### config.mk
export PLATFORM = sky130hd
export DESIGN_NAME = mem_port_arbiter
export DESIGN_NICKNAME = d
export VERILOG_FILES = /design/src/rtl/mem_arb_pkg.sv /design/src/rtl/mem_arb_pick.sv /design/src/rtl/mem_port_arbiter.sv
export SDC_FILE = /design/constraint.sdc
export NUM_CORES = 1
export LEC_CHECK = 0
export ABC_CLOCK_PERIOD_IN_PS = 2500
export BUFFER_PORTS_ARGS = -buffer_cell sky130_fd_sc_hd__buf_2
export CORE_MARGIN = 8
export CORE_UTILIZATION = 45
export CTS_BUF_LIST = sky130_fd_sc_hd__clkbuf_16
export CTS_CLUSTER_DIAMETER = 100
export CTS_CLUSTER_SIZE = 10
export DETAILED_ROUTE_END_ITERATION = 12
export PLACE_DENSITY_LB_ADDON = 0.3
export RECOVER_POWER = 25
export SLEW_MARGIN = 30
export SYNTH_ARGS = -nofsm -noshare
export SYNTH_HDL_FRONTEND = slang
export SYNTH_SLANG_ARGS = --single-unit
export TNS_END_PERCENT = 30
### constraint.sdc
create_clock -name clk -period 2.5 [get_ports clk]
set_clock_uncertainty 0.05 [all_clocks]
set_input_delay 0.125 -clock clk [delete_from_list [all_inputs] [get_ports clk]]
set_output_delay 0.125 -clock clk [all_outputs]
set_load 0.05 [all_outputs]
### src/rtl/mem_arb_pkg.sv
// rtl/mem_arb_pkg.sv - shared state, stack-op and requester-ID encodings for mem_port_arbiter
package mem_arb_pkg;

    localparam int DATA_W = 16;

    typedef enum logic [1:0] {
        IDLE  = 2'd0,
        ISSUE = 2'd1,
        WAIT  = 2'd2
    } arb_state_t;

    typedef enum logic [1:0] {
        SOP_PUSH    = 2'b00,
        SOP_POP     = 2'b01,
        SOP_SWAP    = 2'b10,
        SOP_ILLEGAL = 2'b11
    } s_op_t;

    // Requester IDs double as bit positions in the request/grant vectors.
    typedef enum logic [1:0] {
        ID_FETCH = 2'd0,
        ID_DATA  = 2'd1,
        ID_STACK = 2'd2
    } req_id_t;

    function automatic req_id_t next_id(req_id_t id);
        case (id)
            ID_FETCH: return ID_DATA;
            ID_DATA:  return ID_STACK;
            default:  return ID_FETCH;
        endcase
    endfunction

endpackage

### src/rtl/mem_arb_pick.sv
// rtl/mem_arb_pick.sv - winner selection, fixed stack>data>fetch or round-robin when MEM_ARB_RR_EN is defined
module mem_arb_pick
    import mem_arb_pkg::*;
(
    input  logic [2:0] req,
    input  req_id_t    ptr,
    output logic [2:0] gnt
);

`ifdef MEM_ARB_RR_EN
    // Search starts at the pointer and wraps fetch -> data -> stack.
    always_comb begin
        gnt = 3'b000;
        case (ptr)
            ID_DATA:  gnt = req[1] ? 3'b010 : req[2] ? 3'b100 : req[0] ? 3'b001 : 3'b000;
            ID_STACK: gnt = req[2] ? 3'b100 : req[0] ? 3'b001 : req[1] ? 3'b010 : 3'b000;
            default:  gnt = req[0] ? 3'b001 : req[1] ? 3'b010 : req[2] ? 3'b100 : 3'b000;
        endcase
    end
`else
    logic unused_ptr;
    assign unused_ptr = ^ptr;

    always_comb begin
        gnt = 3'b000;
        if (req[2])      gnt = 3'b100;
        else if (req[1]) gnt = 3'b010;
        else if (req[0]) gnt = 3'b001;
    end
`endif

endmodule

### src/rtl/mem_port_arbiter.sv
// rtl/mem_port_arbiter.sv - three-port (fetch/data/stack) single-outstanding memory arbiter; MEM_ARB_RR_EN selects round-robin
module mem_port_arbiter
    import mem_arb_pkg::*;
#(
    parameter int ADDR_W    = 16,
    parameter int RD_LAT    = 2,
    parameter int STK_DEPTH = 128
) (
    input  logic              clk,
    input  logic              rst_n,

    input  logic              f_req,
    input  logic [ADDR_W-1:0] f_addr,
    output logic              f_gnt,
    output logic              f_valid,
    output logic [DATA_W-1:0] f_rdata,

    input  logic              d_req,
    input  logic              d_we,
    input  logic [ADDR_W-1:0] d_addr,
    input  logic [DATA_W-1:0] d_wdata,
    output logic              d_gnt,
    output logic              d_valid,
    output logic              d_err,
    output logic [DATA_W-1:0] d_rdata,

    input  logic              s_req,
    input  logic [1:0]        s_op,
    input  logic [DATA_W-1:0] s_wdata,
    output logic              s_gnt,
    output logic              s_valid,
    output logic              s_err,
    output logic [DATA_W-1:0] s_rdata,

    output logic [ADDR_W-1:0] m_raddr0,
    output logic              m_wen,
    output logic [ADDR_W-2:0] m_waddr,
    output logic [DATA_W-1:0] m_wdata,
    output logic              m_push,
    output logic              m_pop,
    output logic              m_swap,
    output logic [DATA_W-1:0] m_pushorswap_data,

    input  logic [DATA_W-1:0] m_rdata0,
    input  logic [DATA_W-1:0] m_out
);

    localparam int DEPTH_W = $clog2(STK_DEPTH + 1);

    arb_state_t         state;
    req_id_t            ptr;
    req_id_t            cur_id;
    req_id_t            win_id;
    logic               cur_rd;
    logic               cur_err;
    logic               cur_long;
    logic [7:0]         wait_cnt;
    logic [DEPTH_W-1:0] depth;
    logic [2:0]         pick_gnt;
    logic               finish;
    logic [DATA_W-1:0]  f_hold;
    logic [DATA_W-1:0]  d_hold;
    logic [DATA_W-1:0]  s_hold;

    mem_arb_pick u_pick (
        .req (3'({s_req, d_req, f_req})),
        .ptr (ptr),
        .gnt (pick_gnt)
    );

    always_comb begin
        win_id = ID_FETCH;
        if (pick_gnt[2])      win_id = ID_STACK;
        else if (pick_gnt[1]) win_id = ID_DATA;
    end

    assign finish = (state == ISSUE && !(cur_long && RD_LAT > 1)) ||
                    (state == WAIT && wait_cnt == 8'd0);

    // Read data passes straight through in its valid cycle, then the last value is held.
    assign f_rdata = f_valid            ? m_rdata0 : f_hold;
    assign d_rdata = (d_valid && cur_rd) ? m_rdata0 : d_hold;
    assign s_rdata = (s_valid && cur_rd) ? m_out    : s_hold;

    always_ff @(posedge clk) begin
        if (!rst_n) begin
            state             <= IDLE;
            ptr               <= ID_FETCH;
            cur_id            <= ID_FETCH;
            cur_rd            <= 1'b0;
            cur_err           <= 1'b0;
            cur_long          <= 1'b0;
            wait_cnt          <= '0;
            depth             <= '0;
            f_gnt             <= 1'b0;
            d_gnt             <= 1'b0;
            s_gnt             <= 1'b0;
            f_valid           <= 1'b0;
            d_valid           <= 1'b0;
            s_valid           <= 1'b0;
            d_err             <= 1'b0;
            s_err             <= 1'b0;
            m_raddr0          <= '0;
            m_wen             <= 1'b0;
            m_waddr           <= '0;
            m_wdata           <= '0;
            m_push            <= 1'b0;
            m_pop             <= 1'b0;
            m_swap            <= 1'b0;
            m_pushorswap_data <= '0;
            f_hold            <= '0;
            d_hold            <= '0;
            s_hold            <= '0;
        end else begin
            f_gnt             <= 1'b0;
            d_gnt             <= 1'b0;
            s_gnt             <= 1'b0;
            f_valid           <= 1'b0;
            d_valid           <= 1'b0;
            s_valid           <= 1'b0;
            d_err             <= 1'b0;
            s_err             <= 1'b0;
            m_raddr0          <= '0;
            m_wen             <= 1'b0;
            m_waddr           <= '0;
            m_wdata           <= '0;
            m_push            <= 1'b0;
            m_pop             <= 1'b0;
            m_swap            <= 1'b0;
            m_pushorswap_data <= '0;

            if (f_valid)           f_hold <= m_rdata0;
            if (d_valid && cur_rd) d_hold <= m_rdata0;
            if (s_valid && cur_rd) s_hold <= m_out;

            case (state)
                IDLE: begin
                    if (|pick_gnt) begin
                        state    <= ISSUE;
                        cur_id   <= win_id;
                        ptr      <= next_id(win_id);
                        cur_rd   <= 1'b0;
                        cur_err  <= 1'b0;
                        cur_long <= 1'b0;
                        {s_gnt, d_gnt, f_gnt} <= pick_gnt;
                        case (win_id)
                            ID_FETCH: begin
                                m_raddr0 <= f_addr;
                                cur_rd   <= 1'b1;
                                cur_long <= 1'b1;
                            end
                            ID_DATA: begin
                                if (!d_we) begin
                                    m_raddr0 <= d_addr;
                                    cur_rd   <= 1'b1;
                                    cur_long <= 1'b1;
                                end else if (d_addr[0]) begin
                                    cur_err <= 1'b1;
                                end else begin
                                    m_wen   <= 1'b1;
                                    m_waddr <= d_addr[ADDR_W-1:1];
                                    m_wdata <= d_wdata;
                                end
                            end
                            default: begin
                                case (s_op_t'(s_op))
                                    SOP_PUSH: begin
                                        if (depth == DEPTH_W'(STK_DEPTH)) begin
                                            cur_err <= 1'b1;
                                        end else begin
                                            m_push            <= 1'b1;
                                            m_pushorswap_data <= s_wdata;
                                            depth             <= depth + DEPTH_W'(1);
                                        end
                                    end
                                    SOP_POP: begin
                                        if (depth == '0) begin
                                            cur_err <= 1'b1;
                                        end else begin
                                            m_pop  <= 1'b1;
                                            cur_rd <= 1'b1;
                                            depth  <= depth - DEPTH_W'(1);
                                        end
                                    end
                                    SOP_SWAP: begin
                                        if (depth == '0) begin
                                            cur_err <= 1'b1;
                                        end else begin
                                            m_swap            <= 1'b1;
                                            m_pushorswap_data <= s_wdata;
                                            cur_rd            <= 1'b1;
                                        end
                                    end
                                    default: cur_err <= 1'b1;
                                endcase
                            end
                        endcase
                    end
                end
                ISSUE: begin
                    if (cur_long && RD_LAT > 1) begin
                        wait_cnt <= 8'(RD_LAT - 2);
                        state    <= WAIT;
                    end else begin
                        state <= IDLE;
                    end
                end
                WAIT: begin
                    if (wait_cnt == 8'd0) state <= IDLE;
                    else                  wait_cnt <= wait_cnt - 8'd1;
                end
                default: state <= IDLE;
            endcase

            if (finish) begin
                f_valid <= (cur_id == ID_FETCH);
                d_valid <= (cur_id == ID_DATA);
                s_valid <= (cur_id == ID_STACK);
                d_err   <= (cur_id == ID_DATA)  && cur_err;
                s_err   <= (cur_id == ID_STACK) && cur_err;
            end
        end
    end

endmodule

# After elaboration in Yosys (flattened, before gate mapping)
# Cells that the tools add are included.
totals:
  elab_cells: 119
  ff_bits: 146
classes:
  add_sub_neg: 3
  bitwise: 9
  n_eq_ne: 14
  reduce_logical: 31
  n_mux: 36
op_table:
  columns: ["cell", "n"]
  rows:
  - ["$mux 16", 6]
  - ["$pmux 16 s2", 2]
  - ["$mux 8", 4]
  - ["$pmux 8 s2", 2]
  - ["$reduce_or 6->1", 4]
  - ["$logic_not 8->1", 2]
  - ["$sub 8x1->8 const B", 2]
  - ["$mux 1", 11]
  - ["$ne 2x2->1 const B", 5]
  - ["$not 1->1", 9]
  - ["$add 8x1->8 const B", 1]
  - ["$eq 2x1->1 const B", 4]
  - ["$eq 8x8->1 const B", 1]
  - ["$logic_not 2->1", 4]
  - ["$mux 2", 4]
  - ["$pmux 1 s2", 4]
  - ["$eq 2x2->1 const B", 3]
  - ["$logic_and 1x1->1", 6]
  - ["$mux 3", 2]
  - ["$pmux 2 s3", 1]
  - ["$reduce_and 2->1", 3]
  - ["$reduce_and 3->1", 2]
  - ["$reduce_and 6->1", 1]
  - ["$reduce_and 5->1", 1]
  - ["other kinds (7)", 9]

# Logic depth before layout (Yosys ltp)
logic_depth:
  word_depth: 9
  mapped_depth: 11
  mapped_depth_nobuf: 9

# Modules after synthesis
# A second synthesis with hierarchy kept.
hier_totals:
  cells_unflattened: 545
  hier_area_um2: 5667.9
modules_own_cells:
  columns: ["module", "cells_per_inst", "seq_area_each_um2", "area_per_inst_um2", "n_inst"]
  rows:
  - ["mem_port_arbiter", 542, 2942.8, 5641.7, 1]
  - ["mem_arb_pick", 3, 0.0, 26.3, 1]

# Worst setup path after synthesis
# No wires, ideal clock.
synth_path:
  path_kind: "input -> register"
  start: "input s_op[1]"
  end: "register depth[4]"
  slack_ns: 0.289
  n_path_buf: 2
  arrival_ns: 2.089
  cell_stages: 11
  setup_time_ns: 0.072
  required_ns: 2.378
  path_cell_list: "inv_1 ha_1 buf_2 clkbuf_1 xor2_1 ha_1 or3_1 a21oi_1 o21ai_0 a21boi_1 mux2i_1"
synth_via:
  elab_chain_len: 3
synth_rtl:
  columns: ["item", "line_no", "text"]
  rows:
  - ["from (decl)", "mem_port_arbiter.sv:28", "input logic [1:0] s_op,"]
  - ["$eq 2x1->1 / $logic_not 2->1 (equally long branches)", "mem_port_arbiter.sv:166", "case (s_op_t'(s_op))"]
  - ["$ne 2x2->1 (no source line) / $reduce_bool 2->1 (equally long branches)", null, null]
  - ["$reduce_and 6->1 (no source line)", null, null]
  - ["to (signal assigned)", "mem_port_arbiter.sv:173", "depth <= depth + DEPTH_W'(1);"]
  - ["to (signal assigned)", "mem_port_arbiter.sv:182", "depth <= depth - DEPTH_W'(1);"]
  - ["to (decl)", "mem_port_arbiter.sv:58", "logic [DEPTH_W-1:0] depth;"]
# Several ways; a longest one is shown, not always the timed one.
# A chain may end at the register's enable or synchronous reset.

# Final worst setup path
layout_path:
  start: "input s_req"
  end: "register m_raddr0[8]"
layout_via:
  elab_chain_len: 5
layout_rtl:
  columns: ["item", "line_no", "text"]
  rows:
  - ["from (decl)", "mem_port_arbiter.sv:27", "input logic s_req,"]
  - ["$mux 3 *", "mem_arb_pick.sv:26", "if (req[2]) gnt = 3'b100;"]
  - ["$mux 1", "mem_port_arbiter.sv:74", "else if (pick_gnt[1]) win_id = ID_DATA;"]
  - ["$mux 2", "mem_port_arbiter.sv:73", "if (pick_gnt[2]) win_id = ID_STACK;"]
  - ["$eq 2x1->1 / $logic_not 2->1 (equally long branches)", null, null]
  - ["$pmux 16 s2", "mem_port_arbiter.sv:146", "case (win_id)"]
  - ["to (signal assigned)", "mem_port_arbiter.sv:148", "m_raddr0 <= f_addr;"]
  - ["to (signal assigned)", "mem_port_arbiter.sv:154", "m_raddr0 <= d_addr;"]
  - ["to (decl)", "mem_port_arbiter.sv:35", "output logic [ADDR_W-1:0] m_raddr0,"]
# Every way passes the cells marked *; elsewhere a longest branch is shown, timed or not.

==> run_results.csv <==
group,metric,value,unit
clock_tree,cts_sinks,146,
pwr,ir_worst_vdd,0.000489,V
yosys,synth_cell_types,61,
route,num_vias,4861,
route,drt_wl_total,16500,um
critical_path,critPathTopFamily,"compound AO/OA/AOI/OAI gates",
timing,hold_slack,0.0230,ns
yosys,synth_top_family_by_area,"simple AND/OR/NAND/NOR gates",
status,status,"finished clean",
critical_path,required,2.72,ns
placement,port_buffers,226,
timing,rsz0062_at_grt,"no",
timing,worstMarginPinSlew,0.902,ns
min_path,whs_path_depth,3,
critical_path,start_kind,"primary input",
critical_path,critPathCaptureType,"flip-flop",
pwr,powerDensity,686,nW/um2
global_routing,grt_use_met3,7.61,%
yosys,yosysTopAreaCell,"dfxtp_1",
floorplanning,fp-row-count,40,
timing,slew_viol_final,0,
global_routing,grt_max_degree,51,
yosys,syn_area_per_cell,10.6,um2
yosys,synthCells,523,
route,first_pass_iters,4,
yosys,synth_edf_count,0,
pwr,p_leak,0.00367,uW
placement,gp_congestion,0.860,
yosys,netlist_area,5550,um2
min_path,worstHoldStart,"m_out[6]",
floorplanning,dieHeight,127,um
finish,final_nets,932,
global_routing,grt.busiest_layer,"met2",
floorplanning,die-area,16100,um2
critical_path,r2r-start,"depth[1]",
global_routing,grt_pass1_vias,5249,
yosys,synth-xor-area-share,1.89,%
finish,mostFrequentLayoutCells,"buf_2 (161), dfxtp_1 (146), and2_1 (98)",
critical_path,rr_worst_depth,7,
clock_tree,cts_tree,"yes",
critical_path,critPathBufInv,2,
critical_path,crit_fanout,17,
yosys,synth_nets,635,
floorplanning,die_w,127,um
finish,area_growth,45.1,%
yosys,ys_warn_count,0,
route,wl_per_cell,16.8,um
timing,layout_min_cycle_time,2.18,ns
timing,timing.fmax,459,MHz
global_routing,grt_pass1_wl,26200,um
critical_path,timing.rr.end,"depth[4]",
clock_tree,cts_root_buf,"clkbuf_16",
yosys,synth_top_area_share,52.7,%
critical_path,rrSetupSlack,0.43,ns
finish,final_common_cell,"buf_2",
timing,finalSetupTns,0,ns
critical_path,critPathSlowestCell,"o31ai_1",
yosys,synthAdderAreaFrac,1.80,%
run,maxCapViolCount,0,
floorplanning,coreArea,12000,um2
route,via_per_inst,4.96,
finish,drive_gt1_share,31.9,%
yosys,ys_seq_elements,146,
clock_tree,cts_resized,0,
route,drc,0,
timing,post-route-period-util,87.1,%
route,antenna_left,0,
timing,relSlewSlack,39.4,%
global_routing,grtUsageTotal,20.3,%
timing,hold_violations,0,
yosys,synth.area.mux_share,11.1,%
clock_tree,clock_latency,0.41,ns
critical_path,crit_type,"primary input to flip-flop",
timing,setup_viol,0,
route,drtIter0Drc,329,
floorplanning,io_pins,227,
critical_path,cp_slowest_stage_delay,0.79,ns
yosys,synth_ff_type,"dfxtp_1",
yosys,synth_area_leaders,"dfxtp_1 (53%), and2_1 (11%), mux2_2 (10%), nor2_1 (2.4%), a22oi_1 (2.3%)",
placement,dp_hpwl,11100,um
global_routing,met2_usage,37.0,%
global_routing,grt_use_met1,20.2,%
critical_path,worstSetupPathDepth,5,
global_routing,global_route.overflow_total,0,
min_path,holdPathEnd,"s_hold[6]",
critical_path,crit_arrival,2.40,ns
clock_tree,postCtsHoldBufs,76,
clock_tree,cts_buffers,17,
yosys,synthArstFlopShare,0,%
global_routing,antenna_found_initial,0,
finish,fillers,931,
min_path,min_path_type,"primary input to flip-flop",
clock_tree,htree_levels,4,
clock_tree,clkTransAtPathRegs,0.06,ns
floorplanning,initial_core_util,46.2,%
clock_tree,clk_path_buf_depth,2,
yosys,synth_compound_area_share,8.19,%
yosys,synthSimpleGateAreaFrac,21.3,%
clock_tree,post_cts_buffers,0,
yosys,ys_seq_area_share,52.7,%
critical_path,path_cells,"dlygate4sd3_1 > buf_2 > o31ai_1 > or3_1 > nor2_1",
## through the flow
step	cell area (um2)	cells	util, %	power [uW]	setup WS, ns
floorplan	5550	523	-	2860	0.289
finish	8050	981	67.0	5520	0.322
detailed placement	6790	872	56.6	3050	0.380
CTS	8120	980	67.6	5570	0.282
global route	8040	980	67.0	5730	0.204
global placement	6790	872	56.6	3040	0.479
## synth_stat cells, drive strengths merged (2+ instances only)
| library cell | n |
|---|---|
| dfxtp | 146 |
| and2 | 98 |
| mux2 | 50 |
| nor2 | 36 |
| clkbuf | 22 |
| nand2 | 18 |
| a22oi | 17 |
| a21oi | 12 |
| buf | 10 |
| xnor2 | 9 |
| ha | 8 |
| inv | 8 |
| nand2b | 7 |
| nor3 | 6 |
| and3 | 5 |
| mux2i | 5 |
| nand3 | 5 |
| o21ai | 5 |
| or3 | 5 |
| a31oi | 4 |
| nor2b | 4 |
| nor3b | 4 |
| a2111oi | 3 |
| a211oi | 3 |
| nand3b | 3 |
| o31ai | 3 |
| xor2 | 3 |
| a21boi | 2 |
| nor4 | 2 |
| o2111ai | 2 |
| or4 | 2 |
## kinds of logic after synthesis
kind of cell    count (synthesis)
fa+ha+maj                       8
buf+inv                        40
compound gates                 61
mux                            55
simple gates                  201
xor+xnor                       12
flops                         146
## layout make-up
cell class / instances / area [um2] / share of cell area, %
antenna: 1 / 2.50 / 0.0311
clock buffer: 17 / 425 / 5.29
clock inverter: 15 / 140 / 1.74
inverter: 8 / 30.0 / 0.373
multi-input combinational: 337 / 2470 / 30.7
sequential: 146 / 2920 / 36.3
tap: 147 / 184 / 2.29
timing repair buffer: 310 / 1870 / 23.2
## registers in the layout, indices dropped and copies added (netlist names), 2 cells and up
register and count:
d_hold 16, f_hold 16, m_pushorswap_data 16, m_raddr0 16, m_wdata 16, s_hold 16, m_waddr 15, depth 8
wait_cnt 8, cur_id 2, state 2
## tightest hold or removal path: cells and delay by family
kind / cells / cell delay [ns]
buffers and inverters: 1 / 0.07
multiplexers: 1 / 0.14
AND/OR/NAND/NOR: 1 / 0.12
## where the power goes
| group | switching (uW) | internal [uW] |
|---|---|---|
| combinational | 391 | 288 |
| sequential | 41.7 | 2380 |
| clock | 957 | 1460 |
## metal layers
metal	share of wire [%]	wire length, um	vias to the layer above
li1	-	-	2369
met1	37	6150	2260
met2	52	8530	196
met3	8.2	1360	36
met4	2.8	454	0
met5	0	0	-
## how the worst max path moves through the flow
| stage | from | endpoint | slack, ns |
|---|---|---|---|
| final | s_req | m_raddr0[8] | 0.32 |
| after global routing | s_req | m_pushorswap_data[13] | 0.20 |
| after CTS | s_req | m_raddr0[0] | 0.28 |
| after detailed placement | s_op[1] | depth[4] | 0.38 |
| after global placement | s_op[1] | depth[6] | 0.48 |
| after floorplan | s_op[1] | depth[4] | 0.29 |
No activity file was read; power rests on OpenSTA's default activity.
